## config.mk

```make
export PLATFORM = sky130hd
export DESIGN_NAME = endian_swap_stream
export DESIGN_NICKNAME = d
export VERILOG_FILES = /design/src/rtl/endian_swap_stream.sv
export SDC_FILE = /design/constraint.sdc
export NUM_CORES = 1
export LEC_CHECK = 0
export ABC_AREA = 1
export BUFFER_PORTS_ARGS = -buffer_cell sky130_fd_sc_hd__buf_2
export CAP_MARGIN = 30
export CORE_ASPECT_RATIO = 0.6
export CORE_MARGIN = 5
export CORE_UTILIZATION = 30
export CTS_BUF_LIST = sky130_fd_sc_hd__clkbuf_8
export DETAILED_ROUTE_END_ITERATION = 8
export PLACE_DENSITY_LB_ADDON = 0.05
export RECOVER_POWER = 100
export SYNTH_ARGS = -nofsm -noshare
export SYNTH_HDL_FRONTEND = slang
export SYNTH_SLANG_ARGS = --single-unit
```

## constraint.sdc

```tcl
create_clock -name clk -period 3.7 [get_ports clk]
set_input_delay 0.555 -clock clk [delete_from_list [all_inputs] [get_ports clk]]
set_output_delay 0.555 -clock clk [all_outputs]
set_load 0.05 [all_outputs]
```

## src/rtl/endian_swap_stream.sv

```systemverilog
`default_nettype none
// +----------------------------------------------------------------------------+
// | endian_swap_stream                                                         |
// | Valid/ready byte-order transformer (pass / reverse / halfword swap) with a |
// | registered output, one-entry skid buffer, beat counter, illegal-mode flag. |
// | Revision: 1.0                                                              |
// +----------------------------------------------------------------------------+
module endian_swap_stream #(
  parameter int DATA_W = 32,
  parameter int CNT_W  = 16
) (
  input  logic                clk,
  input  logic                reset,
  input  logic                in_valid_i,
  output logic                in_ready_o,
  input  logic [DATA_W-1:0]   in_data_i,
  input  logic [DATA_W/8-1:0] in_keep_i,
  input  logic [1:0]          in_mode_i,
  output logic                out_valid_o,
  input  logic                out_ready_i,
  output logic [DATA_W-1:0]   out_data_o,
  output logic [DATA_W/8-1:0] out_keep_o,
  output logic [CNT_W-1:0]    beat_cnt_o,
  output logic                mode_err_o
);

  localparam int N = DATA_W / 8;
  localparam logic [1:0] MODE_REV  = 2'b01;
  localparam logic [1:0] MODE_HSWP = 2'b10;
  localparam logic [1:0] MODE_RSVD = 2'b11;

  logic [DATA_W-1:0] xf_data;
  logic [N-1:0]      xf_keep;

  // Byte k of the result selects its source byte; keep follows the same mapping.
  generate
    for (genvar k = 0; k < N; k++) begin : g_byte
      assign xf_data[8*k +: 8] =
          (in_mode_i == MODE_REV)  ? in_data_i[8*(N-1-k) +: 8] :
          (in_mode_i == MODE_HSWP) ? in_data_i[8*(k^1) +: 8]   :
                                     in_data_i[8*k +: 8];
      assign xf_keep[k] =
          (in_mode_i == MODE_REV)  ? in_keep_i[N-1-k] :
          (in_mode_i == MODE_HSWP) ? in_keep_i[k^1]   :
                                     in_keep_i[k];
    end
  endgenerate

  logic              out_valid_q, out_valid_d;
  logic [DATA_W-1:0] out_data_q,  out_data_d;
  logic [N-1:0]      out_keep_q,  out_keep_d;
  logic              skid_valid_q, skid_valid_d;
  logic [DATA_W-1:0] skid_data_q,  skid_data_d;
  logic [N-1:0]      skid_keep_q,  skid_keep_d;
  logic [CNT_W-1:0]  cnt_q, cnt_d;
  logic              err_q, err_d;

  logic in_fire;
  logic out_fire;

  assign in_fire  = in_valid_i & ~skid_valid_q;
  assign out_fire = out_valid_q & out_ready_i;

  always_comb begin
    out_valid_d  = out_valid_q;
    out_data_d   = out_data_q;
    out_keep_d   = out_keep_q;
    skid_valid_d = skid_valid_q;
    skid_data_d  = skid_data_q;
    skid_keep_d  = skid_keep_q;
    cnt_d        = cnt_q;
    err_d        = err_q;

    if (out_fire) begin
      // A full skid blocks input, so refill from skid never competes with a new beat.
      if (skid_valid_q) begin
        out_data_d   = skid_data_q;
        out_keep_d   = skid_keep_q;
        skid_valid_d = 1'b0;
      end else if (in_fire) begin
        out_data_d = xf_data;
        out_keep_d = xf_keep;
      end else begin
        out_valid_d = 1'b0;
      end
    end else if (in_fire) begin
      if (!out_valid_q) begin
        out_valid_d = 1'b1;
        out_data_d  = xf_data;
        out_keep_d  = xf_keep;
      end else begin
        skid_valid_d = 1'b1;
        skid_data_d  = xf_data;
        skid_keep_d  = xf_keep;
      end
    end

    if (out_fire && (cnt_q != {CNT_W{1'b1}})) begin
      cnt_d = cnt_q + CNT_W'(1);
    end
    if (in_fire && (in_mode_i == MODE_RSVD)) begin
      err_d = 1'b1;
    end
  end

  always_ff @(posedge clk) begin
    if (reset) begin
      out_valid_q  <= 1'b0;
      out_data_q   <= '0;
      out_keep_q   <= '0;
      skid_valid_q <= 1'b0;
      skid_data_q  <= '0;
      skid_keep_q  <= '0;
      cnt_q        <= '0;
      err_q        <= 1'b0;
    end else begin
      out_valid_q  <= out_valid_d;
      out_data_q   <= out_data_d;
      out_keep_q   <= out_keep_d;
      skid_valid_q <= skid_valid_d;
      skid_data_q  <= skid_data_d;
      skid_keep_q  <= skid_keep_d;
      cnt_q        <= cnt_d;
      err_q        <= err_d;
    end
  end

  assign in_ready_o  = ~skid_valid_q;
  assign out_valid_o = out_valid_q;
  assign out_data_o  = out_data_q;
  assign out_keep_o  = out_keep_q;
  assign beat_cnt_o  = cnt_q;
  assign mode_err_o  = err_q;

endmodule
`default_nettype wire

```

; ---- Yosys cells after proc, flatten, opt, wreduce, memory -nomap -nowiden
; Index checks and enable logic that the tools add are counted.
[totals]
n_memories = 0
latchBits = 0
regBits = 91
inputBits = 42
rom_bits = 0
ramBits = 0
output_inout_bits = 55
[classes]
n_addsub = 1
n_bitwise = 4
muxes = 30
n_shift = 0
magnitude_cmp = 0
n_eq_ne = 7
mul = 0
n_div = 0
n_reduce_logical = 9
[op_table]
columns = cell, count
row1 = $mux 32, 5
row2 = $mux 8, 8
row3 = $mux 4, 5
row4 = $add 16x1->16 const B, 1
row5 = $ne 16x16->1 const B, 1
row6 = $mux 1, 12
row7 = $reduce_and 3->1, 3
row8 = $eq 2x2->1 const B, 2
row9 = $ne 2x2->1 const B, 2
row10 = $reduce_bool 2->1, 2
row11 = $and 1x1->1, 2
row12 = $eq 2x1->1 const B, 1
row13 = $logic_and 1x1->1, 2
row14 = $ne 2x1->1 const B, 1
row15 = $not 1->1, 2
row16 = $reduce_and 2->1, 1
row17 = $reduce_or 2->1, 1

; ---- Longest topological paths before layout
[logic_depth]
depth_word = 6
depth_mapped = 10
ltp_nobuf = 9

; ---- Least setup slack after synthesis
; No wires, ideal clock.
[synth_timing]
path_type = flip-flop to flip-flop
startpoint = register skid_valid_q
endpoint = register out_data_q[0], in the netlist out_data_o[0]
t_arrival_ns = 1.924
period_less_slack_ns = 1.994
path_slack_ns = 1.706
path_stages_with_launch = 11
n_path_buf = 2
cell_sequence = dfxtp_1 -> inv_2 -> nand2_1 -> clkbuf_1 -> ha_1 -> nor2_2 -> nand2_8 -> inv_2 -> buf_6 -> o21ai_1 -> a21oi_1
[synth_via]
elab_chain_len = 4
[synth_lines]
columns = element, line_no
row1 = start: declaration, 52  ; logic skid_valid_q, skid_valid_d;
row2 = start signal: assignment, 120  ; skid_valid_q <= skid_valid_d;
row3 = $not 1->1 (*), n/a
row4 = via in_ready_o, 15  ; output logic in_ready_o,
row5 = $and 1x1->1 (*), 61  ; assign in_fire = in_valid_i & ~skid_valid_q;
row6 = $reduce_bool 2->1 (no line), n/a
row7 = $reduce_and 3->1 (no line) (*), n/a
row8 = end signal: assignment, 118  ; out_data_q <= out_data_d;
row9 = end: declaration, 50  ; logic [DATA_W-1:0] out_data_q, out_data_d;
; The timed path passes the listed nets; every way through them passes the cells marked *.
; A chain may end at the register's enable or synchronous reset.

; ---- Final worst setup path
[layout_timing]
startpoint = register skid_valid_q
endpoint = register out_data_q[28], in the netlist out_data_o[28]
[layout_via]
elab_chain_len = 4
[layout_lines]
columns = element, line_no
row1 = $not 1->1, 61
row2 = $and 1x1->1, 61
row3 = $reduce_bool 2->1 (no line), n/a
row4 = $reduce_and 3->1 (no line), n/a
; Several ways; a longest one is shown, not always the timed one.

==> flow_summary.toml <==
[power]
pwr-share-clk_pct = 29.2
seq_power_share_pct = 46.4
swShare_pct = 36.8
intPower_w = 0.00149
power.density_nw_per_um2 = 444
switchingPower_w = 0.000868
combPwrFrac_pct = 24.4
ir_drop_mv = 0.164
cellLeakagePower_nw = 2.05

[layout]
layout-drive-gt1-share_pct = 12.3
layout_commonest_cell = "nand2_1"
area_growth_syn_to_layout_pct = 11.7
antenna_cells = 0
layout.nets = 779
n_fill_cell = 1723
stdcell_count = 943
ff_latch_area_sq_um = 1820
mostFrequentLayoutCells = "nand2_1, a21oi_1, dfxtp_1, o21ai_0, clkbuf_1"
multi_input_area_sq_um = 2500
final_cell_area_sq_um = 5310

[run_status]
status = "complete, no violations"

[timing]
hold_viol = 0
rsz0062_at_grt = "false"
finalSetupViolations = 0
fin_worst_skew_ps = 9.58
slew_headroom_pct = 13.5
final.setup.worst_slack_ps = 976
fmax_ghz = 0.367
fin_tns_setup_ps = 0
min_period_ps = 2720
fin_crit_sh_pct = 73.6
slew_viol_final = 0
worstMarginPinSlew_ps = 1290

[logic_synthesis]
netlist_instances = 669
syn-num-nets = 713
yosys.area.top_type = "dfxtp_1"
synth_area_sq_um = 4750
avgSynthCellArea_sq_um = 7.11
synth_top_area_share_pct = 38.3
ys_types = 31
seq_area_frac_synth_pct = 38.3
synthTopCellsByArea = "dfxtp_1, nand2_1, a21oi_1"
yosys_warnings = 0
ys_ff_latch = 91

[global_route]
grt_remaining_overflow = 0
grt_pass1_wl_um = 25800
grt_start_max_net_pins = 53
grt_pass1_vias = 4523
antenna_found_initial = 0
grt_use_total_pct = 17.4

[setup_path]
crit_required_ps = 4000
critPathCaptureType = "flip-flop"
cp_slowest_cell = "inv_2"
worst_setup_path_start_kind = "flip-flop"
worstPathArrival_ps = 3030
worstPathMaxFanout = 37
r2r_slack_ps = 980
cpPeakStageDelay_ps = 570
cp_common_cell = "inv_2"
path_cells = "inv_2, nand2_1, clkbuf_1, ha_1, nor2_2, nand2_8, inv_2, o21ai_0, a21oi_1"
critPathKind = "reg -> reg"

[die]
rows = 35
io_pins = 97
core_sq_um = 15500
die-width_um = 173
die_area_sq_um = 18500
start_util_pct = 30.8
die_y_um = 108

[clocking]
root_buffer = "clkbuf_8"
cts_sinks = 91
cts_tree = "done"
holdBufCountCts = 0
clkTransAtPathRegs_ps = 100
cts_buffer_depth = 2
clkLatencyLatePin_ps = 360
ctsResizeCount = 0
htreeDepth = 3
cts_setup_buffers = 0
numCtsBuffers = 9

[placed_design]
io_buffers = 96
placed_area_sq_um = 5230
placedCellCount = 927
gp_congestion = 0.796
place_ws_ps = 1080
hpwl_um = 11400

[route]
via_per_inst = 5.10
wl_per_cell_um = 17.4
ant_nets = 0
first_iter_violations = 393
firstDrtPassIters = 5
num_vias = 4814
drc = 0
finalWirelength_um = 16400

[hold_path]
min_path_type = "reg -> reg"

[flow_run]
max_cap_violations = 0
logic make-up after synthesis:
logic type               count (synthesis)  share of synthesized area, %
AO/OA/AOI/OAI                          249                          28.9
XOR/XNOR                                 6                          1.11
adder cells (fa/ha/maj)                  2                         0.526
buffers and inverters                   68                          8.21
flip-flops                              91                          38.3
AND/OR/NAND/NOR                        253                          23.0
through the flow:
| step | utilization (%) | hold slack, ps | total power (W) |
|---|---|---|---|
| after global placement | 33.8 | 462 | 0.00172 |
| after global routing | 34.4 | 498 | 0.00249 |
| final | 34.4 | 485 | 0.00236 |
| after CTS | 35.1 | 483 | 0.00241 |
| after floorplan | - | 454 | 0.00156 |
| after detailed placement | 33.8 | 470 | 0.00172 |
area by class of cell:
type | instances | area share [%]
multi-input combinational | 510 | 47.2
sequential | 91 | 34.3
timing repair buffer | 104 | 8.81
tap | 203 | 4.78
clock buffer | 9 | 2.33
inverter | 19 | 1.34
clock inverter | 7 | 1.27
sequential cells by signal, indices dropped and copies added, names as in the netlist:
name / flops
mode_err_o: 1
out_valid_o: 1
skid_keep_q: 4
beat_cnt_o: 16
skid_data_q: 32
out_keep_o: 4
out_data_o: 32
skid_valid_q: 1
layer usage:
| metal | wire length [um] | vias to the layer above | track usage (%) |
|---|---|---|---|
| met2 | 6240 | 135 | 23.4 |
| li1 | - | 2420 | - |
| met4 | 116 | 0 | 3.28 |
| met5 | 0 | - | 0 |
| met3 | 983 | 8 | 4.39 |
| met1 | 9050 | 2251 | 27.4 |
Yosys cell counts (all sizes together):
| master | count |
|---|---|
| or2 | 1 |
| a31oi | 21 |
| nor3 | 2 |
| nor2 | 49 |
| nand2 | 167 |
| a2111oi | 1 |
| xor2 | 4 |
| ha | 2 |
| nor3b | 1 |
| xnor2 | 2 |
| nand3 | 27 |
| a21oi | 120 |
| buf | 34 |
| nand4 | 6 |
| dfxtp | 91 |
| inv | 19 |
| clkbuf | 15 |
| o21ai | 91 |
| o211ai | 16 |
worst paths after layout:
path | to | startpoint | depth (start not counted)
hold reg to reg | skid_data_q[5]$_SDFFE_PP0P_ | skid_data_q[5]$_SDFFE_PP0P_ | 2
setup reg to reg | out_data_o[28]$_SDFFE_PP0P_ | skid_valid_q$_SDFFE_PP0P_ | 9
setup / recovery | out_data_o[28]$_SDFFE_PP0P_ | skid_valid_q$_SDFFE_PP0P_ | 9
hold / removal | skid_data_q[5]$_SDFFE_PP0P_ | skid_data_q[5]$_SDFFE_PP0P_ | 2
critical path, delay by kind of cell (launching register included):
family,cells,cell delay (ps)
compound gates,2,320
fa+ha+maj,1,390
simple gates,3,480
buf+inv,3,1120
flops,1,330
power groups by stage:
stage          Combinational [W]  Clock (W)  Sequential (W)
6_report                0.000576   0.000687         0.00109
5_1_grt                 0.000633   0.000756         0.00110
4_1_cts                 0.000604   0.000716         0.00109
3_5_place_dp            0.000602          0         0.00112
3_3_place_gp            0.000599          0         0.00112
2_1_floorplan           0.000286          0         0.00127
(Power assumes the default switching activity.)
